**src/rtl/combo_tracker_if.sv**
```systemverilog
// Combo bus between the game judge, the combo tracker and the LED bar / score logic.
// The tracker connects through the master modport; consumers and stimulus use slave.
interface combo_tracker_if #(
    parameter int WIDTH = 4
);
    logic             hit;
    logic             miss;
    logic             clear;
    logic             tick;
    logic [WIDTH-1:0] combo;
    logic [WIDTH-1:0] max_combo;
    logic             full;
    logic             combo_break;

    modport master (
        input  hit,
        input  miss,
        input  clear,
        input  tick,
        output combo,
        output max_combo,
        output full,
        output combo_break
    );

    modport slave (
        output hit,
        output miss,
        output clear,
        output tick,
        input  combo,
        input  max_combo,
        input  full,
        input  combo_break
    );
endinterface

```
**src/rtl/combo_tracker.sv**
```systemverilog
// Consecutive-hit counter with saturation, session best and a one-cycle break pulse.
// Optional inactivity timeout is enabled by defining COMBO_TIMEOUT_EN.
module combo_tracker #(
    parameter int WIDTH         = 4,
    parameter int MAX_COMBO     = 15,
    parameter int TIMEOUT_TICKS = 8,
    parameter int TMR_W         = 4
) (
    input  logic            clk,
    input  logic            rst_n,
    combo_tracker_if.master bus
);
    typedef enum logic [1:0] {
        IDLE  = 2'd0,
        CHAIN = 2'd1,
        SAT   = 2'd2
    } state_t;

    localparam logic [WIDTH-1:0] MAX_VAL = WIDTH'(MAX_COMBO);

    state_t           state_reg, state_next;
    logic [WIDTH-1:0] combo_reg, combo_next;
    logic [WIDTH-1:0] max_reg, max_next;
    logic             full_reg, full_next;
    logic             break_reg, break_next;
    logic [TMR_W-1:0] timer_reg, timer_next;
    logic             timeout;

`ifdef COMBO_TIMEOUT_EN
    // The final tick of the window breaks the chain instead of advancing the timer.
    assign timeout = (state_reg != IDLE) && bus.tick && !bus.hit
                     && (timer_reg == TMR_W'(TIMEOUT_TICKS - 1));
`else
    assign timeout = 1'b0;
    logic [TMR_W-1:0] unused_timeout_cfg;
    logic             unused_tick;
    assign unused_timeout_cfg = TMR_W'(TIMEOUT_TICKS);
    assign unused_tick        = bus.tick;
`endif

    always_ff @(posedge clk) begin
        if (!rst_n) begin
            state_reg <= IDLE;
            combo_reg <= '0;
            max_reg   <= '0;
            full_reg  <= 1'b0;
            break_reg <= 1'b0;
            timer_reg <= '0;
        end else begin
            state_reg <= state_next;
            combo_reg <= combo_next;
            max_reg   <= max_next;
            full_reg  <= full_next;
            break_reg <= break_next;
            timer_reg <= timer_next;
        end
    end

    always_comb begin
        state_next = state_reg;
        combo_next = combo_reg;
        break_next = 1'b0;
        timer_next = timer_reg;

        if (bus.clear) begin
            state_next = IDLE;
            combo_next = '0;
            timer_next = '0;
        end else if (bus.miss) begin
            // A miss with an empty chain is a no-op, and it still masks a simultaneous hit.
            if (state_reg != IDLE) begin
                state_next = IDLE;
                combo_next = '0;
                break_next = 1'b1;
                timer_next = '0;
            end
        end else if (bus.hit) begin
            timer_next = '0;
            case (state_reg)
                IDLE: begin
                    combo_next = WIDTH'(1);
                    state_next = (MAX_VAL == WIDTH'(1)) ? SAT : CHAIN;
                end
                CHAIN: begin
                    combo_next = combo_reg + WIDTH'(1);
                    state_next = (combo_next == MAX_VAL) ? SAT : CHAIN;
                end
                SAT: begin
                    combo_next = MAX_VAL;
                    state_next = SAT;
                end
                default: begin
                    combo_next = '0;
                    state_next = IDLE;
                end
            endcase
        end else if (timeout) begin
            state_next = IDLE;
            combo_next = '0;
            break_next = 1'b1;
            timer_next = '0;
        end else begin
`ifdef COMBO_TIMEOUT_EN
            if (state_reg != IDLE && bus.tick) begin
                timer_next = timer_reg + TMR_W'(1);
            end
`endif
        end

        max_next  = bus.clear ? '0 : ((combo_next > max_reg) ? combo_next : max_reg);
        full_next = (combo_next == MAX_VAL);
    end

    assign bus.combo       = combo_reg;
    assign bus.max_combo   = max_reg;
    assign bus.full        = full_reg;
    assign bus.combo_break = break_reg;
endmodule

```
**src/flat_wrapper.sv**
```systemverilog
// flat-port wrapper written by rule: the top's interface ports become plain ports
module combo_tracker_flat 
#(
    parameter int WIDTH         = 4,
    parameter int MAX_COMBO     = 15,
    parameter int TIMEOUT_TICKS = 8,
    parameter int TMR_W         = 4
)
  (clk, rst_n, bus_hit, bus_miss, bus_clear, bus_tick, bus_combo, bus_max_combo, bus_full, bus_combo_break);
  combo_tracker_if #(.WIDTH(WIDTH)) bus_i ();
  input  logic clk;
  input  logic rst_n;
  input wire logic [$bits(bus_i.hit)-1:0] bus_hit;
  input wire logic [$bits(bus_i.miss)-1:0] bus_miss;
  input wire logic [$bits(bus_i.clear)-1:0] bus_clear;
  input wire logic [$bits(bus_i.tick)-1:0] bus_tick;
  output wire logic [$bits(bus_i.combo)-1:0] bus_combo;
  output wire logic [$bits(bus_i.max_combo)-1:0] bus_max_combo;
  output wire logic [$bits(bus_i.full)-1:0] bus_full;
  output wire logic [$bits(bus_i.combo_break)-1:0] bus_combo_break;
  assign bus_i.hit = bus_hit;
  assign bus_i.miss = bus_miss;
  assign bus_i.clear = bus_clear;
  assign bus_i.tick = bus_tick;
  assign bus_combo = bus_i.combo;
  assign bus_max_combo = bus_i.max_combo;
  assign bus_full = bus_i.full;
  assign bus_combo_break = bus_i.combo_break;
  combo_tracker #(.WIDTH(WIDTH), .MAX_COMBO(MAX_COMBO), .TIMEOUT_TICKS(TIMEOUT_TICKS), .TMR_W(TMR_W)) u_core (.clk(clk), .rst_n(rst_n), .bus(bus_i));
endmodule
```
**config.mk**
```make
export PLATFORM = sky130hd
export DESIGN_NAME = combo_tracker_flat
export DESIGN_NICKNAME = d
export VERILOG_FILES = /design/src/rtl/combo_tracker_if.sv /design/src/rtl/combo_tracker.sv /design/src/flat_wrapper.sv
export SDC_FILE = /design/constraint.sdc
export NUM_CORES = 1
export LEC_CHECK = 0
export ABC_CLOCK_PERIOD_IN_PS = 3400
export CORE_ASPECT_RATIO = 0.7
export CORE_UTILIZATION = 24
export DETAILED_ROUTE_END_ITERATION = 12
export PLACE_DENSITY_LB_ADDON = 0.08
export SLEW_MARGIN = 10
export SYNTH_ARGS = -nofsm -noshare
export SYNTH_HDL_FRONTEND = slang
export SYNTH_SLANG_ARGS = --single-unit
```
**constraint.sdc**
```tcl
create_clock -name clk -period 3.4 [get_ports clk]
set_input_delay 1.02 -clock clk [delete_from_list [all_inputs] [get_ports clk]]
set_output_delay 1.02 -clock clk [all_outputs]
set_load 0.05 [all_outputs]
```
==> results.md, run 1 <==
* Sequential share of the synthesized area at 30.05%
* Critical Path AT at 3370 ps
* Hpwl dp at 1608 um
* Status: finished, final reports clean
* Synth cell types at 38
* Gate Count Post-Synth at 93
* CTS resizes at 0
* Wirelength per Cell at 12.60 um
* MaxCap Viol Count at 0
* Kind of critical path: input port to register
* Final Cycle Share at 94.36%
* Pre-Repair DR Iteration Count at 5
* Final nets at 130
* Max clock buf depth at 2
* Fin. Hold Viols at 0
* Clock root buffer: clkbuf_8
* Die H at 50.29 um
* WHS at 479.0 ps
* CTS tree: yes
* Min Tclk post-route at 3208 ps
* P_leak at 0.4548 nW
* R2R Path Start: u_core.bus.combo[1]
* Fmax at 311.7 MHz
* Max_slew headroom at 66.83%
* Yosys top cell by area: dfxtp_1
* Unrepaired setup endpoints after global routing: no
* Overall Global Routing Usage at 12.56%
* Setup WS post-layout at 191.6 ps
* Largest net degree at the start of global routing at 13
* Pwr/cell area at 307.5 nW/um^2
* Total grt overflow at 0
* Drt total wl at 1940 um
* CP Launch Point: bus_miss
* CTS Hold Bufs at 0
* Top_reg_cell synth: dfxtp_1
* CTS buffer count at 3
* Via Count at 727
* Chip Width at 70.99 um
* Layout Area Growth over Synthesis at 35.21%
* Syn Area/Cell at 8.597 um^2
* Pins Over Slew Limit at 0
* Num ports at 16
* Post-synth EDFFs at 0
* Slew of the pin with the lowest slew margin at 496.1 ps
* Final-report setup violation count at 0
* Number of synthesized register bits at 12
* Final Util at 34.11%
* Worst skew pair latency at 240 ps
* Routability cong. at 0.7376
* Core ar. at 3169 um^2
* Share of cells above drive strength 1 at 12.93%
* Syn nets at 105
* Initial antenna violation count at 0
* Port bufs at 14
* Post-CTS Setup Inserts at 0
* H-tree levels at 1
* Post-synth ARST share at 0%
* Leading post-synthesis cells by cell area: dfxtp_1, ha_1, nand2b_1, mux2i_1, inv_1
* Critical path capture point type: register
* Top-area cell type share of the netlist area at 30.05%
* Routed Antenna Nets at 0
* DRC violations left at 0
* DP Worst Slack at -107.8 ps
* First-pass GRT wire length at 3353 um
* Rows at 17
* Hold Crit Start: u_core.bus.max_combo[1]
* Crit Path Max Fanout at 5
* IR drop worst, VDD at 166.1 uV
* Required time of the critical path at 3570 ps
* Post-DR vias/cell at 4.721
* Total power at 0.3324 mW
* Post-route setup TNS at 0 ps
* Clock sink total at 12
* Warnings, synthesis at 0
* Post-route clock skew at 1.647 ps
* Vias in the first global route at 691
* Cell area after synthesis at 799.5 um^2
* Reg clk slew, reported paths at 50 ps
* HP Class: register to register
* Area of the die at 3570 um^2
* DRT iter0 DRCs at 38
* Crit start category: input port
* Initial Utilization at 25.23%
* # diodes at 0
cell usage in the layout, fill, tap and decap left out, drive strengths merged, types with 3 or more instances in the layout:
cell           synthesis  layout
nand2                  3       3
inv                    8       8
dfxtp                 12      12
nand2b                 9       9
buf                    3       9
clkdlybuf4s50          0      14
mux2i                  3       3
clkbuf                 0       3
ha                     6       6
nor2                   8       8
nand4                  3       3
o21ai                  6       6
cell type report:
| cell class | instances | area [um^2] |
|---|---|---|
| multi-input combinational | 70 | 514.2 |
| tap | 38 | 47.55 |
| sequential | 12 | 240.2 |
| inverter | 8 | 30.03 |
| timing repair buffer | 23 | 207.7 |
| clock buffer | 3 | 41.29 |
| fill | 331 | 2088 |
critical path, stage by stage:
cell and delay [ps]:
clkdlybuf4s50_1 530, and4bb_1 240, a21o_1 150, o21ai_1 160
inv_1 100, ha_1 310, a21o_1 160, a211o_1 350
nand2_1 150, mux2i_1 190
synthesized netlist by cell type (all sizes together), types with 2 or more instances:
master,number
dfxtp,12
nand2b,9
inv,8
nor2,8
ha,6
o21ai,6
buf,3
mux2i,3
nand2,3
nand4,3
a211o,2
a21o,2
a21oi,2
and2,2
nand3,2
nor2b,2
nor4,2
final timing paths:
kind	slack, ps	to	cells past startpoint
worst max-delay path	190	u_core.bus.max_combo[1]	10
worst min-delay path	480	u_core.bus.max_combo[1]	2
worst max register to register	630	u_core.bus.max_combo[1]	10
worst min register to register	480	u_core.bus.max_combo[1]	2
report_power, final:
part	total (mW)	internal, mW	switching [mW]
clock network	0.127	0.0778	0.0488
registers	0.146	0.143	0.00291
logic	0.0597	0.0262	0.0334
total	0.332	0.247	0.0851
per-stage QoR:
stage                     instance area [um^2]  instances
final                                     1081        154
after global routing                      1081        154
after CTS                                 1081        154
after detailed placement                  1040        151
after global placement                    1040        151
after floorplan                          799.5         93
cell families after synthesis:
group           Yosys count  synth area share (%)
mux                       3                 3.756
compound gates           21                 20.03
fa+ha+maj                 6                 9.389
simple gates             39                 30.05
buf+inv                  11                 5.633
flops                    12                 30.05
xor+xnor                  1                 1.096
per-layer routing:
metal | GRT usage, % | wire, um | part of all wire [%]
met5 | 0 | 0 | 0
met4 | 2.000 | 7 | 0.36
met3 | 5.020 | 75 | 3.9
met2 | 17.31 | 740 | 38
met1 | 18.33 | 1117 | 58
No activity file was read; power rests on OpenSTA's default activity.
==> run 2: changes to the inputs <==
Settings changed: ABC_CLOCK_PERIOD_IN_PS 3400 to 3000.
Clock period 3.4 ns to 3 ns, I/O delays scaled along.
==> results.md, run 2 (same netlist as run 1, synthesis figures left out) <==
* Wirelength per Cell at 12.44 um (-1.3%)
* Area of the die at 3570 um^2 (unchanged)
* CTS buffer count at 3 (unchanged)
* Pins Over Slew Limit at 0 (unchanged)
* Crit start category: input port
* Min Tclk post-route at 2865 ps
* Post-DR vias/cell at 4.663 (-1.2%)
* Max clock buf depth at 2 (unchanged)
* Placed insts at 160 (+6.0%)
* Final Util at 36.75% (+2.6 points)
* Layout Area Growth over Synthesis at 45.70%
* Pwr/cell area at 335.8 nW/um^2 (+9.2%)
* Initial antenna violation count at 0 (unchanged)
* Worst Hold Depth at 2 (unchanged)
* Unrepaired setup endpoints after global routing: no
* Final nets at 139 (+6.9%)
* Share of cells above drive strength 1 at 24.00% (+11 points)
* Reg clk slew, reported paths at 50 ps (about the same)
* CTS tree: yes
* Overall Global Routing Usage at 13.43% (+0.87 points)
* Clock root buffer: clkbuf_8
* Post-route setup TNS at 0 ps (unchanged)
* Fmax at 349.1 MHz
* Slew of the pin with the lowest slew margin at 491.2 ps (-4.814 ps)
* HP Class: register to register
* Kind of critical path: input port to register
* Multi-input combinational cell area at 530.5 um^2 (+3.2%)
* Design Area, Final at 1165 um^2 (+7.8%)
* Total power at 0.3912 mW (+18%)
* Finished Layout Cells at 163 (+5.8%)
* Critical path capture point type: register
* Final-report setup violation count at 0 (unchanged)
* DRT iter0 DRCs at 55 (+45%)
* Most common cell after layout, fill and taps aside: buf_4
* Status: complete, but fails checks
* Failing checks: design-rule violations
* # fillers at 332 (+0.30%)
* Largest net degree at the start of global routing at 13 (unchanged)
* Post-route clock skew at 3.255 ps (+1.608 ps)
* Internal reg-to-reg setup slack at 320 ps (-310 ps)
* Post-CTS Setup Inserts at 0 (unchanged)
* Required time of the critical path at 3170 ps (-400 ps)
* IR drop worst, VDD at 165.3 uV (-0.46%)
* First-pass GRT wire length at 3525 um (+5.1%)
* Final Cycle Share at 95.50%
* # diodes at 0 (unchanged)
* Clock sink total at 12 (unchanged)
* Total grt overflow at 0 (unchanged)
* Fin. Hold Viols at 0 (unchanged)
* Placed instance area at 1110 um^2 (+6.7%)
* Drt total wl at 2027 um (+4.5%)
* Via Count at 760 (+4.5%)
* H-tree levels at 1 (unchanged)
* P_leak at 0.5099 nW (+12%)
* Chip Width at 70.99 um (unchanged)
* Max_slew headroom at 67.15% (+0.32 points)
* MaxCap Viol Count at 0 (unchanged)
* Crit Path Max Fanout at 7 (+2)
* Critical Path AT at 3040 ps (-330 ps)
* Register area at 242.7 um^2 (+1.0%)
* Pre-Repair DR Iteration Count at 8 (+3)
* Worst skew pair latency at 240 ps (about the same)
* Core ar. at 3169 um^2 (unchanged)
* Rows at 17 (unchanged)
* Initial Utilization at 25.23% (unchanged)
* Hpwl dp at 1598 um (-0.61%)
* Num ports at 16 (unchanged)
* Die H at 50.29 um (unchanged)
* DRC violations left at 4 (+4)
* Routed Antenna Nets at 0 (unchanged)
* Commonest cells after routing, fill and taps aside: buf_4, clkdlybuf4s50_1, dfxtp_1
* Vias in the first global route at 722 (+4.5%)
* Reg2Reg Depth at 10 (unchanged)
* Routability cong. at 0.6988 (-5.3%)
* Port bufs at 14 (unchanged)
==> run 2: cell count changes in the layout (fill, tap and decap cells not counted), sizes merged <==
cell,previous run,this run
buf,9,18
clkdlybuf4s50,14,12
dlygate4sd2,0,2
==> run 2: final timing paths <==
| kind | start | to |
|---|---|---|
| hold / removal | u_core.bus.max_combo[1] | u_core.bus.max_combo[1] |
| hold reg to reg | u_core.bus.max_combo[1] | u_core.bus.max_combo[1] |
| setup reg to reg | u_core.bus.combo[1] | u_core.bus.max_combo[3] |
| setup / recovery | bus_hit | u_core.bus.max_combo[3] |
==> run 2: cell type report <==
| class | instances | share of cell area, % |
|---|---|---|
| Timing Repair Buffer | 32 | 23.42 |
| Clock buffer | 3 | 3.545 |
| Sequential cell | 12 | 20.84 |
| Tap cell | 38 | 4.082 |
| Inverter | 8 | 2.578 |
| Multi-Input combinational cell | 70 | 45.54 |
==> run 2: layer usage <==
metal  share of wire (%)  global-route usage, %  vias up  wire length (um)
met2                  39                  16.83       16               786
met5                   0                      0        -                 0
li1                    -                      -      401                 -
met1                  54                  19.68      339              1095
met3                 5.4                  5.020        4               110
met4                 1.7                  6.000        0                34
==> run 2: worst max-delay path, stage by stage <==
cell           delay, ps
dlygate4sd2_1        320
and4bb_1             240
a21o_1               160
o21ai_2              150
inv_1                 80
ha_1                 310
a21o_1               160
a211o_1              360
a211o_1              270
o21ai_1               70
==> run 2: where the power goes <==
| part | switching (mW) | total, mW | leakage [nW] | internal, mW |
|---|---|---|---|---|
| Combinational | 0.0405 | 0.0786 | 0.390 | 0.0381 |
| Sequential | 0.00336 | 0.166 | 0.0979 | 0.163 |
| Clock | 0.0583 | 0.147 | 0.0216 | 0.0884 |
| Total | 0.102 | 0.391 | 0.510 | 0.289 |
==> run 2: per-stage QoR <==
stage | setup slack (ps) | hold WS [ps]
6_report | 135.1 | 477.8
5_1_grt | 6.099 | 514.9
4_1_cts | 123.9 | 486.2
3_5_place_dp | -390.8 | 478.5
3_3_place_gp | -366.9 | 474.0
2_1_floorplan | 98.95 | 636.8
==> run 2: what timing repair did <==
action	CTS	global route
cloned	0	0
gates resized for setup	5	1
endpoints found under the setup margin	4	1
hold buffers	0	0
pin swaps	1	0
==> RTL edit: new RTL, flow settings as in run 2 <==
`WIDTH` is set to 4 in 3 places; all go to 3.
--- a/src/rtl/combo_tracker_if.sv
+++ b/src/rtl/combo_tracker_if.sv
@@ -2,5 +2,5 @@
 // The tracker connects through the master modport; consumers and stimulus use slave.
 interface combo_tracker_if #(
-    parameter int WIDTH = 4
+    parameter int WIDTH = 3
 );
     logic             hit;
--- a/src/rtl/combo_tracker.sv
+++ b/src/rtl/combo_tracker.sv
@@ -2,5 +2,5 @@
 // Optional inactivity timeout is enabled by defining COMBO_TIMEOUT_EN.
 module combo_tracker #(
-    parameter int WIDTH         = 4,
+    parameter int WIDTH         = 3,
     parameter int MAX_COMBO     = 15,
     parameter int TIMEOUT_TICKS = 8,
--- a/src/flat_wrapper.sv
+++ b/src/flat_wrapper.sv
@@ -2,5 +2,5 @@
 module combo_tracker_flat 
 #(
-    parameter int WIDTH         = 4,
+    parameter int WIDTH         = 3,
     parameter int MAX_COMBO     = 15,
     parameter int TIMEOUT_TICKS = 8,
Interface: changed (resized bus_combo and bus_max_combo); port bits go from 16 to 14. No check against the original RTL was run, so the function may have changed too.
==> RTL edit against run 2 <==
- combinational power is 2% higher
- area after synthesis shrank 25%
- power shrank 13%
- worst setup slack improved by 0.0074 ns
- maximum frequency increased by 0.26%
- sequential cell count down 2
- design area shrank 24%
- routed wire length down 32%
- highest routed layer unchanged
==> RTL edit: results (changes against run 2) <==
----------------------------------------------------
[Logic synthesis]
  Netlist cell types ... 32 (was 38)
  Sequential element share of the synthesized area ... 33.5% (was 30.0%)
  Cells after Synth ... 70 (was 93)
  Synthesized-area fraction occupied by xor and xnor cells ... 1.47% (was 1.10%)
  Most area-consuming cells after synthesis ... dfxtp_1 (34%), ha_1 (10%), inv_1 (3.8%) (was dfxtp_1 (30%), ha_1 (9.4%), nand2b_1 (7.0%))
  Compound-Gate Fraction of Synth Area ... 20.5% (was 20.0%)
  Adder-cell area share of the yosys netlist ... 10.5% (was 9.39%)
  Most used standard cells in the synthesized netlist ... dfxtp_1 (10), inv_1 (6), ha_1 (5) (was dfxtp_1 (12), nand2b_1 (9), inv_1 (8), nor2_1 (8), ha_1 (6))
  Post-synth net total ... 81 (was 105)
  Post-synthesis mux area share ... 5.24% (was 3.76%)

[STA]
  Worst-case clock skew ... 0.00125 ns (was 0.00326 ns)
  Transition at the pin with the smallest max-transition slack ... 0.496 ns (was 0.491 ns)

[Detailed routing]
  DRT iter0 DRCs ... 10 (was 55)
  Ratio of routed vias to standard cells ... 4.60 (was 4.66)
  Met1 wire length ... 750 um (was 1.10 mm)
  Drt total wl ... 1.38 mm (was 2.03 mm)
  Met3 WL ... 60 um (was 110 um)
  First-pass iteration count of the detailed router ... 4 (was 8)
  Top layer in use ... met4 (unchanged)
  DR vias ... 584 (was 760)
  Detail Route met2 WL ... 562 um (was 786 um)

[Pwr]
  Static leakage ... 0.353 nW (was 0.510 nW)
  Worst vdd rail ir drop ... 0.000224 V (was 0.000165 V)
  Internal power consumption ... 0.250 mW (was 0.289 mW)

[Critical path]
  Maximum fanout count along the critical path ... 3 (was 7)
  Data arrival time of the critical path ... 3.05 ns (was 3.04 ns)

[Clocking]
  Post-CTS clock slew at the launch and capture registers of the worst setup and hold paths ... 0.06 ns
  Number of buffers created by CTS ... 3 (unchanged)
  Clock latency at the later pin of the worst-skew pair ... 0.26 ns (was 0.24 ns)
  Max clock buf depth ... 2 (unchanged)
  Clock root buffer ... clkbuf_4 (was clkbuf_8)

[Placed design]
  Detailed placement HPWL ... 1.13 mm (was 1.60 mm)
  Placed Instances ... 123 (was 160)
  Cell area reported after detailed placement ... 830 sq um (was 1110 sq um)
  Placement Setup Slack ... -0.229 ns (was -0.391 ns)
  Number of buffer cells added on primary ports ... 12 (was 14)
  Placer congestion estimate ... 0.802 (was 0.699)

[GRT]
  Maximum number of pins on one net before global-route repair ... 9 (was 13)
  All-layer global routing usage ... 12.1% (was 13.4%)
  Global-route wire length before repair ... 2.33 mm (was 3.53 mm)
  Via count of the first global-routing pass ... 541 (was 722)
  Antenna violations before repair ... 0 (unchanged)

[Status]
  Run status ... completed (was finished with violations)

[Finish]
  Share of post-route cells with drive strength above 1 ... 26.3% (was 24.0%)
  Number of nets in the layout ... 107 (was 139)

----------------------------------------------------
-- RTL edit: cell count changes in the layout (fill, tap and decap cells not counted), moves of 3 or more --
| cell | before | now |
|---|---|---|
| nand4_1 | 3 | 0 |
| nand2b_1 | 8 | 2 |
| nor2_1 | 8 | 4 |
| buf_4 | 18 | 11 |
| clkbuf_4 | 0 | 3 |
-- RTL edit: final cells by class --
cell class | count | area, sq um
clock buffers | 4 | 36.3
fillers | 247 | 1360
inverters | 8 | 30.0
multi-input cells | 50 | 373
flip-flops and latches | 10 | 200
well taps | 32 | 40.0
repair buffers | 23 | 205
-- RTL edit: worst paths after layout --
kind,startpoint,to,slack (ns),depth (start not counted)
worst max-delay path,bus_miss,u_core.bus.max_combo[2]$_SDFFE_PP0N_,0.14,10
worst min-delay path,u_core.bus.max_combo[0]$_SDFFE_PP0N_,u_core.bus.max_combo[0]$_SDFFE_PP0N_,0.52,2
worst max register to register,u_core.bus.combo[0]$_SDFF_PN0_,u_core.bus.max_combo[2]$_SDFFE_PP0N_,0.44,11
worst min register to register,u_core.bus.max_combo[0]$_SDFFE_PP0N_,u_core.bus.max_combo[0]$_SDFFE_PP0N_,0.52,2
-- RTL edit: cells by family after synthesis --
family                   Yosys count
AND/OR/NAND/NOR                   23
AO/OA/AOI/OAI                     18
buffers and inverters             10
flip-flops                        10
adder cells (fa/ha/maj)            5
multiplexers                       3
XOR/XNOR                           1
-- RTL edit: critical path, stage by stage --
cell and delay (ns):
clkdlybuf4s50_1 0.41, nand2b_1 0.15, o21ai_0 0.08, o2bb2a_2 0.24, or2_2 0.28, ha_1 0.28
nand3_1 0.08, o21ai_0 0.10, or3_4 0.41, o21ai_1 0.13
-- RTL edit: routing by layer --
metal	track usage, %	vias to the layer above
met1	17.3	268
met5	0	-
met2	16.1	12
met4	2.22	0
met3	6.27	2
li1	-	302
-- RTL edit: what timing repair did --
| item | in CTS | in global routing |
|---|---|---|
| setup endpoints to repair | 0 | 3 |
| endpoints found under the hold margin | 0 | 0 |
| resized for setup | 0 | 6 |
| hold buffers | 0 | 0 |
-- RTL edit: power by group through the flow --
| stage | Combinational [mW] | Clock [mW] | Sequential [mW] |
|---|---|---|---|
| after floorplan | 0.0303 | 0 | 0.152 |
| after global placement | 0.0767 | 0 | 0.143 |
| after detailed placement | 0.0762 | 0 | 0.143 |
| after CTS | 0.0767 | 0.122 | 0.140 |
| after global routing | 0.0874 | 0.127 | 0.141 |
| final | 0.0798 | 0.119 | 0.140 |
